$ cat src/rtl/wb_sram_bridge_if.sv
// ---------------------------------------------------------------------------
// wb_sram_bridge_if
//
// Purpose: Wishbone classic (B4) slave-side signal bundle between the
// user-project interconnect and wb_sram_bridge. Signal names keep the
// _i/_o suffixes as seen from the slave.
//
// Signals:
//   wbs_cyc_i   1   bus cycle valid
//   wbs_stb_i   1   strobe
//   wbs_we_i    1   1=write, 0=read
//   wbs_sel_i   4   byte selects
//   wbs_adr_i   32  byte address
//   wbs_dat_i   32  write data
//   wbs_ack_o   1   transfer ack, one-cycle pulse
//   wbs_err_o   1   bus error
//   wbs_dat_o   32  read data
//
// Modports: master (interconnect side), slave (bridge side).
// ---------------------------------------------------------------------------
interface wb_sram_bridge_if;
  logic        wbs_cyc_i;
  logic        wbs_stb_i;
  logic        wbs_we_i;
  logic [3:0]  wbs_sel_i;
  logic [31:0] wbs_adr_i;
  logic [31:0] wbs_dat_i;
  logic        wbs_ack_o;
  logic        wbs_err_o;
  logic [31:0] wbs_dat_o;

  modport master (
    output wbs_cyc_i, wbs_stb_i, wbs_we_i, wbs_sel_i, wbs_adr_i, wbs_dat_i,
    input  wbs_ack_o, wbs_err_o, wbs_dat_o
  );

  modport slave (
    input  wbs_cyc_i, wbs_stb_i, wbs_we_i, wbs_sel_i, wbs_adr_i, wbs_dat_i,
    output wbs_ack_o, wbs_err_o, wbs_dat_o
  );
endinterface

$ cat src/rtl/wb_sram_bridge.sv
// ---------------------------------------------------------------------------
// wb_sram_bridge
//
// Purpose: Wishbone classic single-transfer slave in front of RW port 0 of a
// 32x256 1RW1R SRAM macro. Decodes an address window, registers every SRAM
// control/address/data signal, and returns a one-cycle ack: writes ack one
// cycle after acceptance, reads two cycles after acceptance.
//
// Ports:
//   wb_clk_i      in   1   system clock, also the SRAM clk0
//   wb_rst_i      in   1   asynchronous, active-high reset
//   wbs           slave modport of wb_sram_bridge_if (Wishbone signals)
//   sram_csb0     out  1   SRAM chip select, active low
//   sram_web0     out  1   SRAM write enable, active low
//   sram_wmask0   out  4   SRAM byte write mask
//   sram_addr0    out  8   SRAM word address
//   sram_din0     out  32  SRAM write data
//   sram_dout0    in   32  SRAM read data (valid after clk0 falling edge)
//
// Optional feature: define WB_SRAM_BRIDGE_ERR_EN to answer out-of-window
// requests with a one-cycle wbs_err_o pulse. Without it, misses are ignored
// and wbs_err_o is tied low.
// ---------------------------------------------------------------------------
module wb_sram_bridge #(
  parameter int          ADDR_WIDTH = 8,
  parameter int          DATA_WIDTH = 32,
  parameter int          NUM_WMASKS = 4,
  parameter logic [31:0] BASE_ADDR  = 32'h3000_0000
) (
  input  logic                  wb_clk_i,
  input  logic                  wb_rst_i,
  wb_sram_bridge_if.slave       wbs,
  output logic                  sram_csb0,
  output logic                  sram_web0,
  output logic [NUM_WMASKS-1:0] sram_wmask0,
  output logic [ADDR_WIDTH-1:0] sram_addr0,
  output logic [DATA_WIDTH-1:0] sram_din0,
  input  logic [DATA_WIDTH-1:0] sram_dout0
);

`ifdef WB_SRAM_BRIDGE_ERR_EN
  typedef enum logic [2:0] {S_IDLE, S_ISSUE, S_READ, S_ACK, S_ERR} state_t;
`else
  typedef enum logic [1:0] {S_IDLE, S_ISSUE, S_READ, S_ACK} state_t;
`endif

  state_t                state_q, state_d;
  logic                  csb_q, csb_d;
  logic                  web_q, web_d;
  logic [NUM_WMASKS-1:0] wmask_q, wmask_d;
  logic [ADDR_WIDTH-1:0] addr_q, addr_d;
  logic [DATA_WIDTH-1:0] din_q, din_d;
  logic                  ack_q, ack_d;
  logic [DATA_WIDTH-1:0] dat_q, dat_d;
`ifdef WB_SRAM_BRIDGE_ERR_EN
  logic                  err_q, err_d;
`endif

  logic req;
  logic in_window;
  logic hit;

  // Byte-offset bits never reach the word-addressed SRAM.
  logic unused_adr_bits;
  assign unused_adr_bits = ^wbs.wbs_adr_i[1:0];

  assign req       = wbs.wbs_cyc_i & wbs.wbs_stb_i;
  assign in_window = (wbs.wbs_adr_i[31:ADDR_WIDTH+2] == BASE_ADDR[31:ADDR_WIDTH+2]);
  assign hit       = req & in_window;

  always_ff @(posedge wb_clk_i or posedge wb_rst_i) begin
    if (wb_rst_i) begin
      state_q <= S_IDLE;
      csb_q   <= 1'b1;
      web_q   <= 1'b1;
      wmask_q <= '0;
      addr_q  <= '0;
      din_q   <= '0;
      ack_q   <= 1'b0;
      dat_q   <= '0;
`ifdef WB_SRAM_BRIDGE_ERR_EN
      err_q   <= 1'b0;
`endif
    end else begin
      state_q <= state_d;
      csb_q   <= csb_d;
      web_q   <= web_d;
      wmask_q <= wmask_d;
      addr_q  <= addr_d;
      din_q   <= din_d;
      ack_q   <= ack_d;
      dat_q   <= dat_d;
`ifdef WB_SRAM_BRIDGE_ERR_EN
      err_q   <= err_d;
`endif
    end
  end

  always_comb begin
    state_d = state_q;
    // Chip select and write enable are single-cycle strobes: idle high
    // unless the IDLE branch below launches an access.
    csb_d   = 1'b1;
    web_d   = 1'b1;
    wmask_d = wmask_q;
    addr_d  = addr_q;
    din_d   = din_q;
    ack_d   = 1'b0;
    dat_d   = dat_q;
`ifdef WB_SRAM_BRIDGE_ERR_EN
    err_d   = 1'b0;
`endif

    case (state_q)
      S_IDLE: begin
        if (hit) begin
          state_d = S_ISSUE;
          csb_d   = 1'b0;
          web_d   = ~wbs.wbs_we_i;
          addr_d  = wbs.wbs_adr_i[ADDR_WIDTH+1:2];
          din_d   = wbs.wbs_dat_i;
          wmask_d = wbs.wbs_we_i ? wbs.wbs_sel_i : '0;
        end
`ifdef WB_SRAM_BRIDGE_ERR_EN
        else if (req) begin
          state_d = S_ERR;
        end
`endif
      end

      // SRAM samples the launched command on this edge. web_q still holds
      // the direction of that command, so no separate write flag is kept.
      // If the master has abandoned the cycle the access still lands in the
      // macro but no response is returned.
      S_ISSUE: begin
        if (!wbs.wbs_cyc_i) begin
          state_d = S_IDLE;
        end else if (!web_q) begin
          state_d = S_ACK;
          ack_d   = 1'b1;
        end else begin
          state_d = S_READ;
        end
      end

      // Macro output settled on the preceding falling edge.
      S_READ: begin
        if (!wbs.wbs_cyc_i) begin
          state_d = S_IDLE;
        end else begin
          state_d = S_ACK;
          ack_d   = 1'b1;
          dat_d   = sram_dout0;
        end
      end

      // Response cycle (ack or err visible); always returns to IDLE so a
      // new request is never accepted while a response is on the bus.
      S_ACK: begin
        state_d = S_IDLE;
      end

`ifdef WB_SRAM_BRIDGE_ERR_EN
      // Mirrors ISSUE timing so err appears with write-ack latency.
      S_ERR: begin
        if (!wbs.wbs_cyc_i) begin
          state_d = S_IDLE;
        end else begin
          state_d = S_ACK;
          err_d   = 1'b1;
        end
      end
`endif

      default: begin
        state_d = S_IDLE;
      end
    endcase
  end

  assign sram_csb0     = csb_q;
  assign sram_web0     = web_q;
  assign sram_wmask0   = wmask_q;
  assign sram_addr0    = addr_q;
  assign sram_din0     = din_q;
  assign wbs.wbs_ack_o = ack_q;
  assign wbs.wbs_dat_o = dat_q;
`ifdef WB_SRAM_BRIDGE_ERR_EN
  assign wbs.wbs_err_o = err_q;
`else
  assign wbs.wbs_err_o = 1'b0;
`endif

endmodule
$ cat src/flat_wrapper.sv
// flat-port wrapper written by rule: the top's interface ports become plain ports
module wb_sram_bridge_flat 
#(
  parameter int          ADDR_WIDTH = 8,
  parameter int          DATA_WIDTH = 32,
  parameter int          NUM_WMASKS = 4,
  parameter logic [31:0] BASE_ADDR  = 32'h3000_0000
)
  (wb_clk_i, wb_rst_i, sram_csb0, sram_web0, sram_wmask0, sram_addr0, sram_din0, sram_dout0, wbs_wbs_cyc_i, wbs_wbs_stb_i, wbs_wbs_we_i, wbs_wbs_sel_i, wbs_wbs_adr_i, wbs_wbs_dat_i, wbs_wbs_ack_o, wbs_wbs_err_o, wbs_wbs_dat_o);
  wb_sram_bridge_if wbs_i ();
  input  logic wb_clk_i;
  input  logic wb_rst_i;
  output logic sram_csb0;
  output logic sram_web0;
  output logic [NUM_WMASKS-1:0] sram_wmask0;
  output logic [ADDR_WIDTH-1:0] sram_addr0;
  output logic [DATA_WIDTH-1:0] sram_din0;
  input  logic [DATA_WIDTH-1:0] sram_dout0;
  input wire logic [$bits(wbs_i.wbs_cyc_i)-1:0] wbs_wbs_cyc_i;
  input wire logic [$bits(wbs_i.wbs_stb_i)-1:0] wbs_wbs_stb_i;
  input wire logic [$bits(wbs_i.wbs_we_i)-1:0] wbs_wbs_we_i;
  input wire logic [$bits(wbs_i.wbs_sel_i)-1:0] wbs_wbs_sel_i;
  input wire logic [$bits(wbs_i.wbs_adr_i)-1:0] wbs_wbs_adr_i;
  input wire logic [$bits(wbs_i.wbs_dat_i)-1:0] wbs_wbs_dat_i;
  output wire logic [$bits(wbs_i.wbs_ack_o)-1:0] wbs_wbs_ack_o;
  output wire logic [$bits(wbs_i.wbs_err_o)-1:0] wbs_wbs_err_o;
  output wire logic [$bits(wbs_i.wbs_dat_o)-1:0] wbs_wbs_dat_o;
  assign wbs_i.wbs_cyc_i = wbs_wbs_cyc_i;
  assign wbs_i.wbs_stb_i = wbs_wbs_stb_i;
  assign wbs_i.wbs_we_i = wbs_wbs_we_i;
  assign wbs_i.wbs_sel_i = wbs_wbs_sel_i;
  assign wbs_i.wbs_adr_i = wbs_wbs_adr_i;
  assign wbs_i.wbs_dat_i = wbs_wbs_dat_i;
  assign wbs_wbs_ack_o = wbs_i.wbs_ack_o;
  assign wbs_wbs_err_o = wbs_i.wbs_err_o;
  assign wbs_wbs_dat_o = wbs_i.wbs_dat_o;
  wb_sram_bridge #(.ADDR_WIDTH(ADDR_WIDTH), .DATA_WIDTH(DATA_WIDTH), .NUM_WMASKS(NUM_WMASKS), .BASE_ADDR(BASE_ADDR)) u_core (.wb_clk_i(wb_clk_i), .wb_rst_i(wb_rst_i), .wbs(wbs_i), .sram_csb0(sram_csb0), .sram_web0(sram_web0), .sram_wmask0(sram_wmask0), .sram_addr0(sram_addr0), .sram_din0(sram_din0), .sram_dout0(sram_dout0));
endmodule
$ cat config.mk
export PLATFORM = sky130hd
export DESIGN_NAME = wb_sram_bridge_flat
export DESIGN_NICKNAME = d
export VERILOG_FILES = /design/src/rtl/wb_sram_bridge_if.sv /design/src/rtl/wb_sram_bridge.sv /design/src/flat_wrapper.sv
export SDC_FILE = /design/constraint.sdc
export NUM_CORES = 1
export LEC_CHECK = 0
export ABC_AREA = 1
export CORE_ASPECT_RATIO = 0.7
export CORE_MARGIN = 4
export CORE_UTILIZATION = 42
export DETAILED_ROUTE_END_ITERATION = 16
export PLACE_DENSITY = 0.93
export SLEW_MARGIN = 40
export SYNTH_ARGS = -nofsm -noshare
export SYNTH_HDL_FRONTEND = slang
export SYNTH_SLANG_ARGS = --single-unit
export TNS_END_PERCENT = 20
$ cat constraint.sdc
create_clock -name wb_clk_i -period 5.6 [get_ports wb_clk_i]
set_input_delay 0.56 -clock wb_clk_i [delete_from_list [all_inputs] [get_ports wb_clk_i]]
set_output_delay 0.56 -clock wb_clk_i [all_outputs]
set_load 0.03 [all_outputs]
==> impl_metrics.tcl, run 1 <==
set metrics [dict create \
    outcome "finished clean" \
    syn_inst 390 \
    grt_max_degree 82 \
    hold_buffers 0 \
    num-nets-final 673 \
    synth-xor-area-share_pct 0 \
    p_sw_mw 0.7189 \
    setup-violations-final 0 \
    core-area_um2 7838 \
    yosysSeqAreaShare_pct 60.32 \
    pwr-share-comb_pct 36.1 \
    grt_pass1_vias 3361 \
    final_hold_viol_count 0 \
    dp_hpwl_um 7053 \
    post_cts_buffers 0 \
    cp_max_fo 49 \
    diodes 0 \
    die_area_um2 9530 \
    ant_nets 0 \
    cts-root-buf "clkbuf_16" \
    yosysWarnings 0 \
    ys_types 20 \
    internal_power_mw 1.325 \
    route.met3.wl_um 628 \
    clkPwrFrac_pct 27.0 \
    crit_type "reg -> reg" \
    die_h_um 82.89 \
    synthToLayoutAreaGrowth_pct 64.08 \
    swShare_pct 35.16 \
    final_common_cell "nand2_1" \
    vias 3265 \
    place_congestion 0.7945 \
    timing.final.ws_setup_ns 3.449 \
    cap_violations 0 \
    synth_top_family_by_area "simple AND/OR/NAND/NOR gates" \
    cts.clk_slew.worst_paths_ns 0.06 \
    crit_arrival_ns 2.35 \
    seq_area_um2 2029 \
    wl_um 9713 \
    reg2reg_slack_ns 3.45 \
    cts_resized 0 \
    wl_per_cell_um 14.50 \
    fin_crit_ns 2.151 \
    final_util_pct 70.43 \
    cts_tree "yes" \
    synth_seq_cells 81 \
    p_seq_share_pct 36.9 \
    clk_path_buf_depth 2 \
    grt_antenna_before_repair 0 \
    io_buffers 181 \
    routed-wl-met2_um 4870 \
    place_ws_ns 3.133 \
    timing.fmax_mhz 464.9 \
    synth_simple_gate_area_share_pct 32.84 \
    worst_pin_slew_ns 0.7203 \
    relSlewSlack_pct 51.98 \
    clock-sinks 81 \
    leakage_nw 2.756 \
    cts_buffers 9 \
    io_pins 185 \
    avgViaCountPerCell 4.873 \
    finClkSkew_ns 0.003384 \
    drt_iter0_markers 150 \
    htree_levels 3 \
    rows 27 \
    grt_pass1_wl_um 16110 \
    dr.max_layer_used "met4" \
    ir_worst_vdd_mv 0.2998 \
    grt_setup_unrepaired "false" \
    power_density_nw_per_um2 370.3 \
    cp-start-kind "flop" \
    multiInputGateArea_um2 1192 \
    grtUsageTotal_pct 20.74 \
    drtPass1Iterations 4 \
    layout_common_cells "204 x nand2_1, 181 x clkdlybuf4s50_1, 79 x dfrtp_1" \
    syn_area_um2 3364 \
    insertion_delay_ns 0.32 \
    wl_met1_um 4029 \
    drc_errors 0 \
    slew_viol_final 0 \
    period_share_pct 38.41 \
    synth_fp_nets 499 \
    min_path_type "reg -> reg" \
    synthMuxAreaShare_pct 0 \
    dieWidth_um 115.0 \
    setup_tns_ns 0 \
    required_ns 5.80 \
    syn_avg_cell_area_um2 8.627 \
    drive_above_1_share_pct 5.272 \
    start_util_pct 42.93 \
    synth_compound_area_share_pct 0.3719 \
    critPathCaptureType "flop" \
    overflow 0 \
    postPlaceCellArea_um2 5229 \
    fillCellCount 594 \
    synth_fa_ha_area_share_pct 1.488 \
    fin_area_um2 5520 \
]
-- cells by family after synthesis --
logic type               after synthesis
other                                  1
adder cells (fa/ha/maj)                4
buffers and inverters                 33
AND/OR/NAND/NOR                      269
flip-flops                            81
AO/OA/AOI/OAI                          2
-- stage by stage --
step | power [mW] | hold WS, ns | std cells
3_3_place_gp | 1.471 | 0.4524 | 654
5_1_grt | 2.156 | 0.4922 | 670
6_report | 2.044 | 0.4700 | 670
4_1_cts | 2.071 | 0.4731 | 670
2_1_floorplan | 1.152 | 0.5032 | 390
3_5_place_dp | 1.508 | 0.4590 | 654
-- worst paths after layout --
kind / cells after the start / endpoint / from
min: 2 / u_core.sram_addr0[2]$_DFFE_PP0P_ / u_core.sram_addr0[2]$_DFFE_PP0P_
min in group asynchronous: 3 / u_core.wbs.wbs_dat_o[8]$_DFFE_PP0P_ / wb_rst_i
max: 5 / u_core.sram_din0[16]$_DFFE_PP0P_ / u_core.state_q[0]$_DFFE_PP0P_
max in group asynchronous: 3 / u_core.sram_din0[14]$_DFFE_PP0P_ / wb_rst_i
min reg2reg: 2 / u_core.sram_addr0[2]$_DFFE_PP0P_ / u_core.sram_addr0[2]$_DFFE_PP0P_
max reg2reg: 5 / u_core.sram_din0[16]$_DFFE_PP0P_ / u_core.state_q[0]$_DFFE_PP0P_
-- synthesized netlist by cell type (all sizes together) --
cell	n	area [µm²]
inv	13	48.79
a21oi	1	5.000
nor2	15	80.08
nand3	48	240.2
dfrtp	79	1977
dfstp	2	52.55
nand4	1	12.51
buf	11	81.32
o21a	1	7.510
clkbuf	9	33.78
nand2	205	772.0
ha	4	50.05
conb	1	3.750
-- routing by layer --
layer,up-vias,track usage (%)
met5,-,0
met4,0,5.650
met3,14,5.972
met2,117,35.14
met1,1583,25.84
li1,1551,-
-- critical path, cell delays in order (launching register included) --
cell     delay, ns
dfrtp_1       0.40
inv_1         0.15
ha_4          0.53
nand4_4       0.62
nand2_1       0.23
nand2_1       0.08
-- power by group through the flow --
| stage | clock, mW | sequential [mW] | combinational (mW) |
|---|---|---|---|
| global route | 0.593 | 0.770 | 0.793 |
| finish | 0.551 | 0.754 | 0.739 |
| detailed placement | 0 | 0.763 | 0.745 |
| floorplan | 0 | 0.963 | 0.188 |
| global placement | 0 | 0.757 | 0.713 |
| CTS | 0.568 | 0.755 | 0.748 |
-- cell type report --
class,instances,area share [%]
Inverter,13,0.9066
Timing Repair Buffer,183,33.16
Tap cell,101,2.289
Clock inverter,5,0.7026
Clock buffer,11,4.578
Sequential cell,81,36.76
Multi-Input combinational cell,276,21.60
-- sequential cells by signal (all words and copies together), names as in the netlist --
signal and flops:
u_core.state_q 2, u_core.sram_web0 1, u_core.sram_csb0 1, u_core.sram_addr0 8, u_core.wbs.wbs_ack_o 1, u_core.wbs.wbs_dat_o 32, u_core.sram_wmask0 4, u_core.sram_din0 32
No activity file was read; power rests on OpenSTA's default activity.
==> run 2: changes to the inputs <==
CORE_UTILIZATION = 39   (was 42)
PLACE_DENSITY = 0.88   (was 0.93)
clock period = 2.1 ns   (was 5.6 ns; I/O delays follow)
==> run 2 against run 1 <==
  * Critical endpoint is now sram_web0
  * Sequential share of layout area decreased by 0.50 points
  * Sequential power increased to 2.7 times the previous value
  * Final cell count increased by 3.7%
  * Clock power increased to 2.9 times the previous value
  * Combinational power increased to 2.7 times the previous value
==> impl_metrics.tcl, run 2 (same netlist as run 1, synthesis figures left out) <==
set metrics [dict create \
    outcome "finished clean" \
    hold_buffers 0 \
    ant_nets 0 \
    cts_buffers 9 \
    diodes 0 \
    cap_violations 0 \
    p_total_mw 5.573 \
    finClkSkew_ns 0.007019 \
    fin_crit_ns 1.743 \
    clk_path_buf_depth 2 \
    critPathTopFamily "buffers and inverters" \
    grt_pass1_vias 3383 \
    period_share_pct 82.99 \
    required_ns 1.89 \
    wl_um 9782 \
    grtUsageTotal_pct 19.93 \
    slew_viol_final 0 \
    num-nets-final 679 \
    setup_tns_ns 0 \
    layout_common_cells "204 x nand2_1, 181 x clkdlybuf4s50_1, 79 x dfrtp_1" \
    start_util_pct 39.85 \
    avgViaCountPerCell 4.599 \
    post_cts_buffers 0 \
    rows 28 \
    place_congestion 0.7286 \
    cp-start-kind "flop" \
    io_buffers 181 \
    fillCellCount 679 \
    drtPass1Iterations 4 \
    cts-root-buf "clkbuf_16" \
    crit_buf_inv 1 \
    timing.final.ws_setup_ns 0.3572 \
    insertion_delay_ns 0.32 \
    grt_max_degree 82 \
    synthToLayoutAreaGrowth_pct 66.34 \
    drive_above_1_share_pct 5.913 \
    crit_slowest_cell "clkdlybuf4s50_1" \
    leakage_nw 2.791 \
    max_stage_delay_ns 0.68 \
    timing.fmax_mhz 573.8 \
    crit_arrival_ns 1.53 \
    ir_worst_vdd_mv 0.7242 \
    cts_tree "yes" \
    dieWidth_um 119.0 \
    vias 3196 \
    grt_setup_unrepaired "false" \
    io_pins 185 \
    cts_resized 0 \
    grt_pass1_wl_um 16410 \
    dp_hpwl_um 7301 \
    path_cells "clkdlybuf4s50_1" \
    final_hold_viol_count 0 \
    min_path_type "in -> async" \
    critPathCaptureType "output port" \
    final_common_cell "nand2_1" \
    grt_antenna_before_repair 0 \
    core-area_um2 8443 \
    htree_levels 3 \
    cts.clk_slew.worst_paths_ns 0.06 \
    power_density_nw_per_um2 995.8 \
    clock-sinks 81 \
    die_area_um2 10200 \
    cp_max_fo 2 \
    die_h_um 85.71 \
    place_ws_ns 0.3085 \
    setup-violations-final 0 \
    overflow 0 \
    wl_per_cell_um 14.07 \
    crit_type "reg -> out" \
    drc_errors 0 \
    drt_iter0_markers 230 \
]
run 2: path summary, 6_finish.rpt:
kind / cells past startpoint / start / endpoint / slack [ns]
min in group wb_clk_i: 3 / sram_dout0[0] / u_core.wbs.wbs_dat_o[0]$_DFFE_PP0P_ / 0.42
worst max register to register: 6 / u_core.state_q[0]$_DFFE_PP0P_ / u_core.sram_din0[18]$_DFFE_PP0P_ / 0.57
worst min register to register: 2 / u_core.sram_din0[14]$_DFFE_PP0P_ / u_core.sram_din0[14]$_DFFE_PP0P_ / 0.47
worst min-delay path: 3 / wb_rst_i / u_core.wbs.wbs_dat_o[11]$_DFFE_PP0P_ / 0.35
worst max-delay path: 1 / u_core.sram_web0$_DFF_PP1_ / sram_web0 / 0.36
max in group asynchronous: 3 / wb_rst_i / u_core.sram_web0$_DFF_PP1_ / 1.38
run 2: per-layer routing:
| metal | vias to the layer above | part of all wire, % | GRT usage (%) |
|---|---|---|---|
| li1 | 1559 | - | - |
| met1 | 1513 | 42 | 24.80 |
| met2 | 110 | 50 | 34.24 |
| met3 | 14 | 5.9 | 5.669 |
| met4 | 0 | 1.4 | 5.678 |
| met5 | - | 0 | 0 |
run 2: area by class of cell:
class / count / area, µm² / share of cell area (%)
tap: 120 / 150.1 / 2.683
multi-input combinational: 276 / 1174 / 20.97
inverter: 13 / 52.55 / 0.9390
sequential: 81 / 2029 / 36.26
timing repair buffer: 189 / 1884 / 33.67
clock buffer: 11 / 242.7 / 4.337
clock inverter: 5 / 63.81 / 1.140
run 2: where the power goes:
| part | internal [mW] | switching, mW |
|---|---|---|
| clock | 0.962 | 0.615 |
| combinational | 0.823 | 1.15 |
| sequential | 1.85 | 0.170 |
run 2: through the flow:
stage / utilization [%] / cell area (µm²) / cells / hold WS [ns]
after global routing: 66.29 / 5597 / 695 / 0.4041
final: 66.29 / 5597 / 695 / 0.3471
after global placement: 62.66 / 5290 / 679 / 0.4530
after detailed placement: 62.66 / 5290 / 679 / 0.4586
after CTS: 66.29 / 5597 / 695 / 0.3791
after floorplan: - / 3368 / 390 / 0.2820
